==> src/rtl/data_sync_pkg.sv <==
// Shared constants and enable-edge detection for the multi-channel data synchroniser.
// Combinational only; no flow control.
package data_sync_pkg;

   localparam int EN_MODE_LEVEL  = 0;
   localparam int EN_MODE_TOGGLE = 1;

   // Level mode reacts to a rising synced enable; toggle mode reacts to any change.
   function automatic logic edge_det(input int mode, input logic cur, input logic prev);
      return (mode == EN_MODE_TOGGLE) ? (cur ^ prev) : (cur & ~prev);
   endfunction

endpackage

==> src/rtl/data_sync_chan.sv <==
// One channel: enable synchroniser chain, event detect, hold register, sticky overrun.
// Capture NUMB_STAGES edges after bus_en is sampled; an unconsumed word is overwritten and flagged.
module data_sync_chan
   import data_sync_pkg::*;
#(
   parameter int DATA_WIDTH  = 8,
   parameter int NUMB_STAGES = 2,
   parameter int EN_MODE     = EN_MODE_LEVEL
) (
   input  logic                  clk,
   input  logic                  rst_n,
   input  logic                  bus_en,
   input  logic [DATA_WIDTH-1:0] unsync_dat,
   input  logic                  sync_rdy,
   input  logic                  ovr_clr,
   output logic [DATA_WIDTH-1:0] sync_dat,
   output logic                  sync_vld,
   output logic                  en_pulse,
   output logic                  ack,
   output logic                  ovr
);

   logic [NUMB_STAGES-1:0] stage_q, stage_d;
   logic                   prev_q, prev_d;
   logic [DATA_WIDTH-1:0]  dat_q, dat_d;
   logic                   vld_q, vld_d;
   logic                   pulse_q, pulse_d;
   logic                   ovr_q, ovr_d;
   logic                   det;

   assign det = edge_det(EN_MODE, stage_q[NUMB_STAGES-1], prev_q);

   always_comb begin
      stage_d = {stage_q[NUMB_STAGES-2:0], bus_en};
      prev_d  = stage_q[NUMB_STAGES-1];
      dat_d   = dat_q;
      vld_d   = vld_q;
      pulse_d = det;
      // A fresh capture takes priority over the consumer's accept of the old word.
      if (det) begin
         dat_d = unsync_dat;
         vld_d = 1'b1;
      end else if (vld_q && sync_rdy) begin
         vld_d = 1'b0;
      end
      ovr_d = (det & vld_q & ~sync_rdy) | (ovr_q & ~ovr_clr);
   end

   always_ff @(posedge clk) begin
      if (!rst_n) begin
         stage_q <= '0;
         prev_q  <= 1'b0;
         dat_q   <= '0;
         vld_q   <= 1'b0;
         pulse_q <= 1'b0;
         ovr_q   <= 1'b0;
      end else begin
         stage_q <= stage_d;
         prev_q  <= prev_d;
         dat_q   <= dat_d;
         vld_q   <= vld_d;
         pulse_q <= pulse_d;
         ovr_q   <= ovr_d;
      end
   end

   assign sync_dat = dat_q;
   assign sync_vld = vld_q;
   assign en_pulse = pulse_q;
   assign ack      = prev_q;
   assign ovr      = ovr_q;

endmodule

==> src/rtl/multi_chan_data_sync.sv <==
// NUM_CH independent enable-qualified bus crossings into CLK; channel c packed at [c*DATA_WIDTH +: DATA_WIDTH].
// Latency NUMB_STAGES edges per channel; sync_valid/sync_ready hold per channel, overrun flags lost words.
module multi_chan_data_sync
   import data_sync_pkg::*;
#(
   parameter int DATA_WIDTH  = 8,
   parameter int NUM_CH      = 4,
   parameter int NUMB_STAGES = 2,
   parameter int EN_MODE     = EN_MODE_LEVEL
) (
   input  logic                         CLK,
   input  logic                         REST,
   input  logic [NUM_CH-1:0]            bus_en,
   input  logic [NUM_CH*DATA_WIDTH-1:0] Unsync_bus,
   input  logic [NUM_CH-1:0]            sync_ready,
   input  logic [NUM_CH-1:0]            ovr_clr,
   output logic [NUM_CH*DATA_WIDTH-1:0] Sync_bus,
   output logic [NUM_CH-1:0]            sync_valid,
   output logic [NUM_CH-1:0]            enable_pluse,
   output logic [NUM_CH-1:0]            bus_ack,
   output logic [NUM_CH-1:0]            overrun
);

   for (genvar c = 0; c < NUM_CH; c++) begin : g_chan
      data_sync_chan #(
         .DATA_WIDTH  (DATA_WIDTH),
         .NUMB_STAGES (NUMB_STAGES),
         .EN_MODE     (EN_MODE)
      ) u_chan (
         .clk        (CLK),
         .rst_n      (REST),
         .bus_en     (bus_en[c]),
         .unsync_dat (Unsync_bus[c*DATA_WIDTH +: DATA_WIDTH]),
         .sync_rdy   (sync_ready[c]),
         .ovr_clr    (ovr_clr[c]),
         .sync_dat   (Sync_bus[c*DATA_WIDTH +: DATA_WIDTH]),
         .sync_vld   (sync_valid[c]),
         .en_pulse   (enable_pluse[c]),
         .ack        (bus_ack[c]),
         .ovr        (overrun[c])
      );
   end

endmodule

==> config.mk <==
export PLATFORM = sky130hd
export DESIGN_NAME = multi_chan_data_sync
export DESIGN_NICKNAME = d
export VERILOG_FILES = /design/src/rtl/data_sync_pkg.sv /design/src/rtl/data_sync_chan.sv /design/src/rtl/multi_chan_data_sync.sv
export SDC_FILE = /design/constraint.sdc
export NUM_CORES = 1
export LEC_CHECK = 0
export ABC_AREA = 0
export BUFFER_PORTS_ARGS = -buffer_cell sky130_fd_sc_hd__buf_4
export CORE_ASPECT_RATIO = 1.5
export CORE_MARGIN = 3
export CORE_UTILIZATION = 25
export CTS_CLUSTER_SIZE = 40
export DETAILED_ROUTE_END_ITERATION = 8
export PLACE_DENSITY = 0.48
export SLEW_MARGIN = 0
export SYNTH_ARGS = -nofsm -noshare
export SYNTH_HDL_FRONTEND = slang
export SYNTH_SLANG_ARGS = --single-unit
==> constraint.sdc <==
create_clock -name CLK -period 1.1 [get_ports CLK]
set_input_delay 0.11 -clock CLK [delete_from_list [all_inputs] [get_ports CLK]]
set_output_delay 0.11 -clock CLK [all_outputs]
set_load 0.005 [all_outputs]
==> results of run 1 <==
==> worst max-delay path: stages (launching register included) <==
cell,delay (ps)
dfxtp_1,320
nand2b_2,240
buf_4,170
nand2_1,60
a21boi_1,50
==> placed cells by master (no fill, tap or decap), drive strengths merged <==
cell	count
nand2	64
nand2b	8
bufinv	1
and2	20
dfxtp	56
clkbuf	6
clkinv	1
o22ai	4
a21boi	36
inv	4
buf	104
nor2b	4
==> power breakdown <==
group          switching, mW  leakage [nW]  internal (mW)
registers             0.0308         0.456           2.09
logic                  0.134         0.754          0.241
clock network          0.686        0.0808           1.07
total                  0.851          1.29           3.41
==> path summary, 6_finish.rpt <==
| check | startpoint | to | cells after the start |
|---|---|---|---|
| max | g_chan[0].u_chan.ack$_SDFF_PN0_ | g_chan[0].u_chan.sync_dat[0]$_SDFFE_PN0P_ | 4 |
| min reg2reg | g_chan[3].u_chan.stage_q[0]$_SDFF_PN0_ | g_chan[3].u_chan.stage_q[1]$_SDFF_PN0_ | 1 |
| max reg2reg | g_chan[0].u_chan.ack$_SDFF_PN0_ | g_chan[0].u_chan.sync_dat[0]$_SDFFE_PN0P_ | 4 |
| min | bus_en[0] | g_chan[0].u_chan.stage_q[0]$_SDFF_PN0_ | 2 |
==> sequential cells by signal, indices dropped and copies added (netlist names) <==
register and flops:
g_chan.u_chan.sync_dat 32, g_chan.u_chan.ack 4, g_chan.u_chan.stage_q 8, g_chan.u_chan.en_pulse 4, g_chan.u_chan.sync_vld 4, g_chan.u_chan.ovr 4
==> final cells by class <==
type | count | share of cell area, %
flip-flops and latches | 56 | 38.0
repair buffers | 104 | 26.5
multi-input cells | 136 | 25.0
well taps | 105 | 4.45
clock buffers | 6 | 4.37
clock inverters | 2 | 1.19
inverters | 4 | 0.509
==> layer usage <==
| layer | wire, um | vias to the layer above | GRT usage (%) |
|---|---|---|---|
| li1 | - | 854 | - |
| met1 | 1680 | 728 | 9.74 |
| met3 | 301 | 6 | 2.68 |
| met4 | 89 | 0 | 4.12 |
| met5 | 0 | - | 0 |
| met2 | 2360 | 48 | 18.3 |
==> kinds of logic after synthesis <==
group / share of synthesized area, %
flops: 54.1
simple gates: 21.3
compound gates: 14.3
buf+inv: 10.3
==> per-stage QoR <==
step,area [um2],hold WS (ps)
after floorplan,2070,237
after global placement,2780,322
after detailed placement,2780,322
after CTS,2950,18.6
after global routing,2950,21.7
final,2950,26.5
==> results.cfg, run 1 <==
[run_status]
status = complete, no violations

[clock_network]
htreeDepth = 2
cts_buffers = 5
clock_latency_ps = 280
clkTransAtPathRegs_ps = 70
cts_num_sinks = 56
cts_root_buf = clkbuf_16
clk_path_buf_depth = 2
post_cts.repair.setup_buffers = 0
cts_resized = 0
postCtsHoldBufs = 0
cts_tree = yes

[die]
start_util_pct = 25.7
io_pins = 94
fp-row-count = 40
die-area_mm2 = 0.00943
core_mm2 = 0.00806
dieHeight_um = 117
die_w_um = 80.3

[setup_path]
r2r_slack_ps = 160
cp-end-kind = flip-flop
critical_path_arrival_ps = 1120
critPathLaunchType = flip-flop
worstPathRequired_ps = 1280
critPathKind = reg -> reg
cp_max_fo = 7

[logic_synthesis]
synth_enable_flop_cells = 0
synth_common_cells = nand2_1 (64), dfxtp_1 (56), a21boi_1 (33)
async_flop_share_pct = 0
synth_cell_types = 12
synth_most_common_cell = nand2_1
ys_top_cells_by_area = dfxtp_1 (54%), a21boi_1 (12%), nand2_1 (12%), buf_4 (7.6%), and2_1 (6.0%)
synth.ff_latch_count = 56
synth_fp_nets = 272
seq_area_frac_synth_pct = 54.1
synthesis.area_mm2 = 0.00207
syn-instance-count = 226
synth_top_area_share_pct = 54.1
avgSynthCellArea_um2 = 9.16
synth_flop_cell = dfxtp_1
yosysWarnings = 0
yosysTopAreaCell = dfxtp_1

[routing]
via_count = 1636
vias_per_cell = 3.96
wire_per_inst_um = 10.7
wirelength_um = 4430
ant_nets = 0
drtIter0Drc = 60
route.detailed.drc = 0
firstDrtPassIters = 4

[final_layout]
antenna_cells = 0
area_growth_pct = 42.5
multi_input_area_um2 = 738
seqCellArea_mm2 = 0.00112
final_util_pct = 36.6
nFillCells = 853
final_cells = 413
final_nets = 353
drive_above_1_share_pct = 36.4

[place]
placed_cells = 405
port_buffers = 93
gp_congestion = 0.774
hpwl_um = 3270
dp_slack_ps = 58.4

[worst_hold_path]
hold_class = in -> reg

[power_and_ir_drop]
power_density_mw_per_mm2 = 1440
total_power_mw = 4.26
leakage_nw = 1.29
ir_worst_vdd_v = 0.000694

[timing]
hold_viol = 0
fmax_ghz = 1.06
maxSlewViolCount = 0
fin_worst_skew_ps = 0.817
fin_crit_sh_pct = 85.7
setup_ws_ps = 157
setup_viol = 0
fin_crit_ps = 943
tns_ps = 0
rsz0062_at_grt = no
worst_pin_slew_ps = 462
slew-limit-headroom_pct = 69.2

[grt]
grt_pass1_wl_um = 7420
track_usage_pct = 9.79
antenna_found_initial = 0
grt_pass1_vias = 1659
grt_max_degree = 57
grt-ovfl-total = 0

[run]
drv_cap = 0
Note: power is estimated with default switching activity, not from simulation.
==> run 2, diff against run 1 <==
--- a/config.mk
+++ b/config.mk
@@ -12,6 +12,7 @@
 export CORE_UTILIZATION = 25
 export CTS_CLUSTER_SIZE = 40
 export DETAILED_ROUTE_END_ITERATION = 8
+export MAX_ROUTING_LAYER = met4
 export PLACE_DENSITY = 0.48
 export SLEW_MARGIN = 0
 export SYNTH_ARGS = -nofsm -noshare
==> run 2 against run 1 <==
Effect of this change: non-clock buffer count is the same; core utilization is the same; register-to-register slack is essentially flat; global-route usage grew 0.27 points; largest power group unchanged.
==> results.cfg, run 2 (synthesized netlist as in run 1, its figures left out) <==
[run_status]
status = complete, no violations

[clock_network]
post_cts.repair.setup_buffers = 0
clock_latency_ps = 280
cts_buffers = 5
clkTransAtPathRegs_ps = 70
cts_tree = yes
cts_num_sinks = 56
postCtsHoldBufs = 0
clk_path_buf_depth = 2
htreeDepth = 2
cts_root_buf = clkbuf_16

[die]
core_mm2 = 0.00806
io_pins = 94
die_w_um = 80.3
dieHeight_um = 117
start_util_pct = 25.7
die-area_mm2 = 0.00943
fp-row-count = 40

[setup_path]
rr_worst_depth = 4
timing.rr.start = g_chan[0].u_chan.ack$_SDFF_PN0_
cp-end-kind = flip-flop
critical_path_arrival_ps = 1120
critPathLaunchType = flip-flop
critPathKind = reg -> reg
cp-startpoint = g_chan[0].u_chan.ack$_SDFF_PN0_
r2r_slack_ps = 160
r2r-end = g_chan[0].u_chan.sync_dat[0]$_SDFFE_PN0P_
cp_max_fo = 7
worstPathRequired_ps = 1280

[place]
hpwl_um = 3270
gp_congestion = 0.785
port_buffers = 93
placed_cells = 405

[final_layout]
final_nets = 353
final_common_cell = buf_4
area_growth_pct = 42.5
largest_register_ffs = 32
layout_common_cells = buf_4 (104), nand2_1 (64), dfxtp_1 (56), a21boi_1 (33), and2_1 (20)
final_cells = 413
drive_above_1_share_pct = 36.4
antenna_cells = 0
nFillCells = 853

[grt]
grt_pass1_vias = 1658
grtUsageMet2_pct = 18.3
grt.busiest_layer = met2
grt_max_degree = 57
use_met3_pct = 2.07
track_usage_pct = 10.1
grt-ovfl-total = 0
use_met1_pct = 10.1
grt_pass1_wl_um = 7420
antenna_found_initial = 0

[worst_hold_path]
hold-path-cell-count = 2
hold_end = g_chan[0].u_chan.stage_q[0]$_SDFF_PN0_
hold_start = bus_en[0]
hold_class = in -> reg

[timing]
hold_viol = 0
slew-limit-headroom_pct = 69.2
setup_viol = 0
maxSlewViolCount = 0
fin_crit_ps = 942
rsz0062_at_grt = no
tns_ps = 0
fmax_ghz = 1.06
fin_worst_skew_ps = 0.817
fin_crit_sh_pct = 85.7
worst_pin_slew_ps = 462

[power_and_ir_drop]
power_density_mw_per_mm2 = 1440
leakage_nw = 1.29
ir_worst_vdd_v = 0.000694

[routing]
drtIter0Drc = 61
firstDrtPassIters = 4
wire_per_inst_um = 10.7
route.detailed.drc = 0
via_count = 1636
ant_nets = 0
wirelength_um = 4430
vias_per_cell = 3.96

[run]
drv_cap = 0
==> run 2: report_power, final <==
group / switching, mW / internal (mW) / leakage [nW]
registers: 0.0308 / 2.09 / 0.456
logic: 0.134 / 0.241 / 0.754
clock network: 0.687 / 1.07 / 0.0808
total: 0.852 / 3.41 / 1.29
==> run 2: per-stage QoR <==
| step | power, mW | utilization, % | area, um2 | setup WS, ps | hold WS (ps) |
|---|---|---|---|---|---|
| 5_1_grt | 4.46 | 36.6 | 2950 | 49.2 | 21.7 |
| 3_3_place_gp | 2.56 | 34.5 | 2780 | 113 | 322 |
| 3_5_place_dp | 2.56 | 34.5 | 2780 | 58.4 | 322 |
| 2_1_floorplan | 2.33 | - | 2070 | 227 | 237 |
| 4_1_cts | 4.35 | 36.6 | 2950 | 30.8 | 18.6 |
| 6_report | 4.26 | 36.6 | 2950 | 158 | 26.4 |
==> run 2: critical path, stage by stage (launching register included) <==
cell	delay (ps)
dfxtp_1	320
nand2b_2	240
buf_4	170
nand2_1	60
a21boi_1	50
==> run 2: worst max-delay path by stage <==
| stage | endpoint | slack [ps] | depth (start not counted) |
|---|---|---|---|
| 3_3_place_gp | g_chan[0].u_chan.sync_dat[4]$_SDFFE_PN0P_ | 110 | 4 |
| 2_1_floorplan | g_chan[3].u_chan.ovr$_SDFF_PN0_ | 230 | 4 |
| 3_5_place_dp | g_chan[0].u_chan.sync_dat[3]$_SDFFE_PN0P_ | 60 | 4 |
| 5_1_grt | g_chan[0].u_chan.sync_dat[3]$_SDFFE_PN0P_ | 50 | 4 |
| 4_1_cts | g_chan[0].u_chan.sync_dat[3]$_SDFFE_PN0P_ | 30 | 4 |
| 6_report | g_chan[0].u_chan.sync_dat[0]$_SDFFE_PN0P_ | 160 | 4 |
==> run 2: what timing repair did <==
| item | 4_1_cts | 5_1_grt |
|---|---|---|
| endpoints found under the hold margin | 0 | 0 |
| endpoints found under the setup margin | 0 | 5 |
| gates resized for setup | 0 | 1 |
==> run 2: metal layers <==
metal	share of wire, %	routed length (um)
met1	39	1730
met2	53	2370
met3	5.4	240
met4	1.9	86
met5	0	0
==> run 2: final cells by class <==
cell class / instances / area [um2] / area share (%)
Sequential cell: 56 / 1120 / 38.0
Timing Repair Buffer: 104 / 781 / 26.5
Multi-Input combinational cell: 136 / 738 / 25.0
Tap cell: 105 / 131 / 4.45
Clock buffer: 6 / 129 / 4.37
Clock inverter: 2 / 35.0 / 1.19
Inverter: 4 / 15.0 / 0.509
==> run 3, diff against run 2 <==
--- a/config.mk
+++ b/config.mk
@@ -5,7 +5,7 @@
 export SDC_FILE = /design/constraint.sdc
 export NUM_CORES = 1
 export LEC_CHECK = 0
-export ABC_AREA = 0
+export ABC_AREA = 1
 export BUFFER_PORTS_ARGS = -buffer_cell sky130_fd_sc_hd__buf_4
 export CORE_ASPECT_RATIO = 1.5
 export CORE_MARGIN = 3
@@ -13,7 +13,7 @@
 export CTS_CLUSTER_SIZE = 40
 export DETAILED_ROUTE_END_ITERATION = 8
 export MAX_ROUTING_LAYER = met4
-export PLACE_DENSITY = 0.48
+export PLACE_DENSITY = 0.47
 export SLEW_MARGIN = 0
 export SYNTH_ARGS = -nofsm -noshare
 export SYNTH_HDL_FRONTEND = slang
==> run 3 against run 2 <==
Effect of this change: area after synthesis grew 11%; clock power shrank 14%; routed wire length up 20%; highest routed layer unchanged.
==> results.cfg, run 3 <==
[clock_network]
clock_latency_ps = 290
htreeDepth = 2
clkTransAtPathRegs_ps = 70
clk_path_buf_depth = 2
cts_root_buf = clkbuf_16
post_cts.repair.setup_buffers = 0
cts_tree = yes
cts_num_sinks = 56
cts_buffers = 5

[final_layout]
final_cells = 506
nFillCells = 992
area_growth_pct = 36.7
largest_register_ffs = 32
layout_common_cells = buf_4 (101), nor2_1 (72), nand2_1 (56), inv_1 (55), dfxtp_1 (55)
final_common_cell = buf_4
final_util_pct = 35.3
final_nets = 442
drive_above_1_share_pct = 28.5
antenna_cells = 0
post-route-cell-area_mm2 = 0.00314

[logic_synthesis]
synth_flop_cell = dfxtp_1
synthesis.area_mm2 = 0.00230
async_flop_share_pct = 0
synth_common_cells = nor2_1 (72), dfxtp_1 (56), nand2_1 (56)
synth_top_area_share_pct = 48.8
synth_enable_flop_cells = 0
synth.ff_latch_count = 56
yosysWarnings = 0
synth_cell_types = 14
ys_top_cells_by_area = dfxtp_1 (49%), nor2_1 (12%), nand2_1 (9.2%), inv_1 (9.0%), nand3_1 (7.0%)
avgSynthCellArea_um2 = 7.41
yosysTopAreaCell = dfxtp_1
synth_most_common_cell = nor2_1
seq_area_frac_synth_pct = 48.8
syn-instance-count = 310
synth_fp_nets = 356

[place]
hpwl_um = 4110
dp_slack_ps = 119
port_buffers = 93
gp_congestion = 0.723
place_area_mm2 = 0.00296
placed_cells = 495

[timing]
fin_crit_ps = 1020
rsz0062_at_grt = no
fmax_ghz = 0.976
fin_worst_skew_ps = 7.05
worst_pin_slew_ps = 273
fin_crit_sh_pct = 93.1
tns_ps = 0
hold_viol = 0
maxSlewViolCount = 0
setup_ws_ps = 75.5
slew-limit-headroom_pct = 81.8
setup_viol = 0

[die]
die_w_um = 84.2
io_pins = 94
core_mm2 = 0.00888
fp-row-count = 42
die-area_mm2 = 0.0104
start_util_pct = 25.9
dieHeight_um = 123

[power_and_ir_drop]
leakage_nw = 1.68
power_density_mw_per_mm2 = 1340
ir_worst_vdd_v = 0.000616

[routing]
wirelength_um = 5330
route.detailed.drc = 0
ant_nets = 0
drtIter0Drc = 43
wire_per_inst_um = 10.5
vias_per_cell = 3.95
via_count = 2000
firstDrtPassIters = 4

[setup_path]
worstPathRequired_ps = 990
critical_path_arrival_ps = 910
cp_max_fo = 3
cp-end-kind = primary output
critPathLaunchType = flip-flop
critPathKind = reg -> out

[run_status]
status = complete, no violations

[grt]
grt_max_degree = 25
antenna_found_initial = 0
grt_pass1_wl_um = 8710
grt_pass1_vias = 1871
track_usage_pct = 10.9
grt-ovfl-total = 0

[run]
drv_cap = 0

[worst_hold_path]
hold_class = in -> reg
==> run 3: cell count changes in the layout (fill, tap and decap cells not counted), moves of 4 or more <==
cell / delta
a21boi_1: -33
and2_1: -20
dlygate4sd3_1: +4
inv_1: +51
nand2_1: -8
nand2b_1: -7
nand3_1: +32
nand3b_1: +4
nor2_1: +72
nor2_4: +4
nor2b_1: -4
o21ai_0: +4
o22ai_1: -4
==> run 3: final timing paths <==
| kind | slack [ps] | cells past startpoint | start | to |
|---|---|---|---|---|
| hold reg to reg | 410 | 2 | g_chan[2].u_chan.stage_q[0]$_SDFF_PN0_ | g_chan[2].u_chan.stage_q[1]$_SDFF_PN0_ |
| hold / removal | 60 | 3 | ovr_clr[0] | g_chan[0].u_chan.ovr$_SDFF_PN0_ |
| setup reg to reg | 160 | 4 | g_chan[3].u_chan.ack$_SDFF_PN0_ | g_chan[3].u_chan.sync_dat[0]$_SDFFE_PN0P_ |
| setup / recovery | 80 | 2 | g_chan[2].u_chan.ack$_SDFF_PN0_ | bus_ack[2] |
==> run 3: cells by family (layout without fill, tap and decap cells) <==
family	Yosys count	after routing	share of synthesized area, %
DFF	56	56	48.8
AOI/OAI and AO/OA	4	4	0.872
buffers and inverters	82	168	19.1
and+or+nand+nor	168	168	31.2
==> run 3: what timing repair did <==
action	4_1_cts	5_1_grt
endpoints found under the hold margin	4	0
resized for setup	0	1
setup endpoints to repair	0	2
hold buffers	4	0
==> run 3: per-layer routing <==
metal,track usage [%],up-vias,part of all wire [%]
li1,-,1060,-
met1,11.7,884,40
met2,18.5,50,51
met3,3.07,6,6.1
met4,5.13,0,2.2
met5,-,-,0
==> run 3: stage by stage <==
stage / hold WS (ps) / power, mW
4_1_cts: 54.2 / 4.30
5_1_grt: 60.5 / 4.42
6_report: 64.1 / 4.19
2_1_floorplan: 208 / 2.47
3_3_place_gp: 293 / 2.72
3_5_place_dp: 297 / 2.72
==> run 3: report_power, final <==
part	internal, mW	total [mW]	switching, mW
Combinational	0.292	0.506	0.214
Sequential	2.12	2.17	0.0538
Clock	0.830	1.52	0.688
==> run 3: critical path: stages (launching register included) <==
cell and delay (ps):
dfxtp_1 390, buf_4 140, buf_4 100
==> run 3: layout make-up <==
class                           instances  area, um2  area share (%)
Clock buffer                            6        129            4.11
Clock inverter                          1       5.00           0.159
Inverter                               56        210            6.70
Multi-Input combinational cell        172        736            23.4
Sequential cell                        56       1120            35.8
Tap cell                              110        138            4.39
Timing Repair Buffer                  105        798            25.4
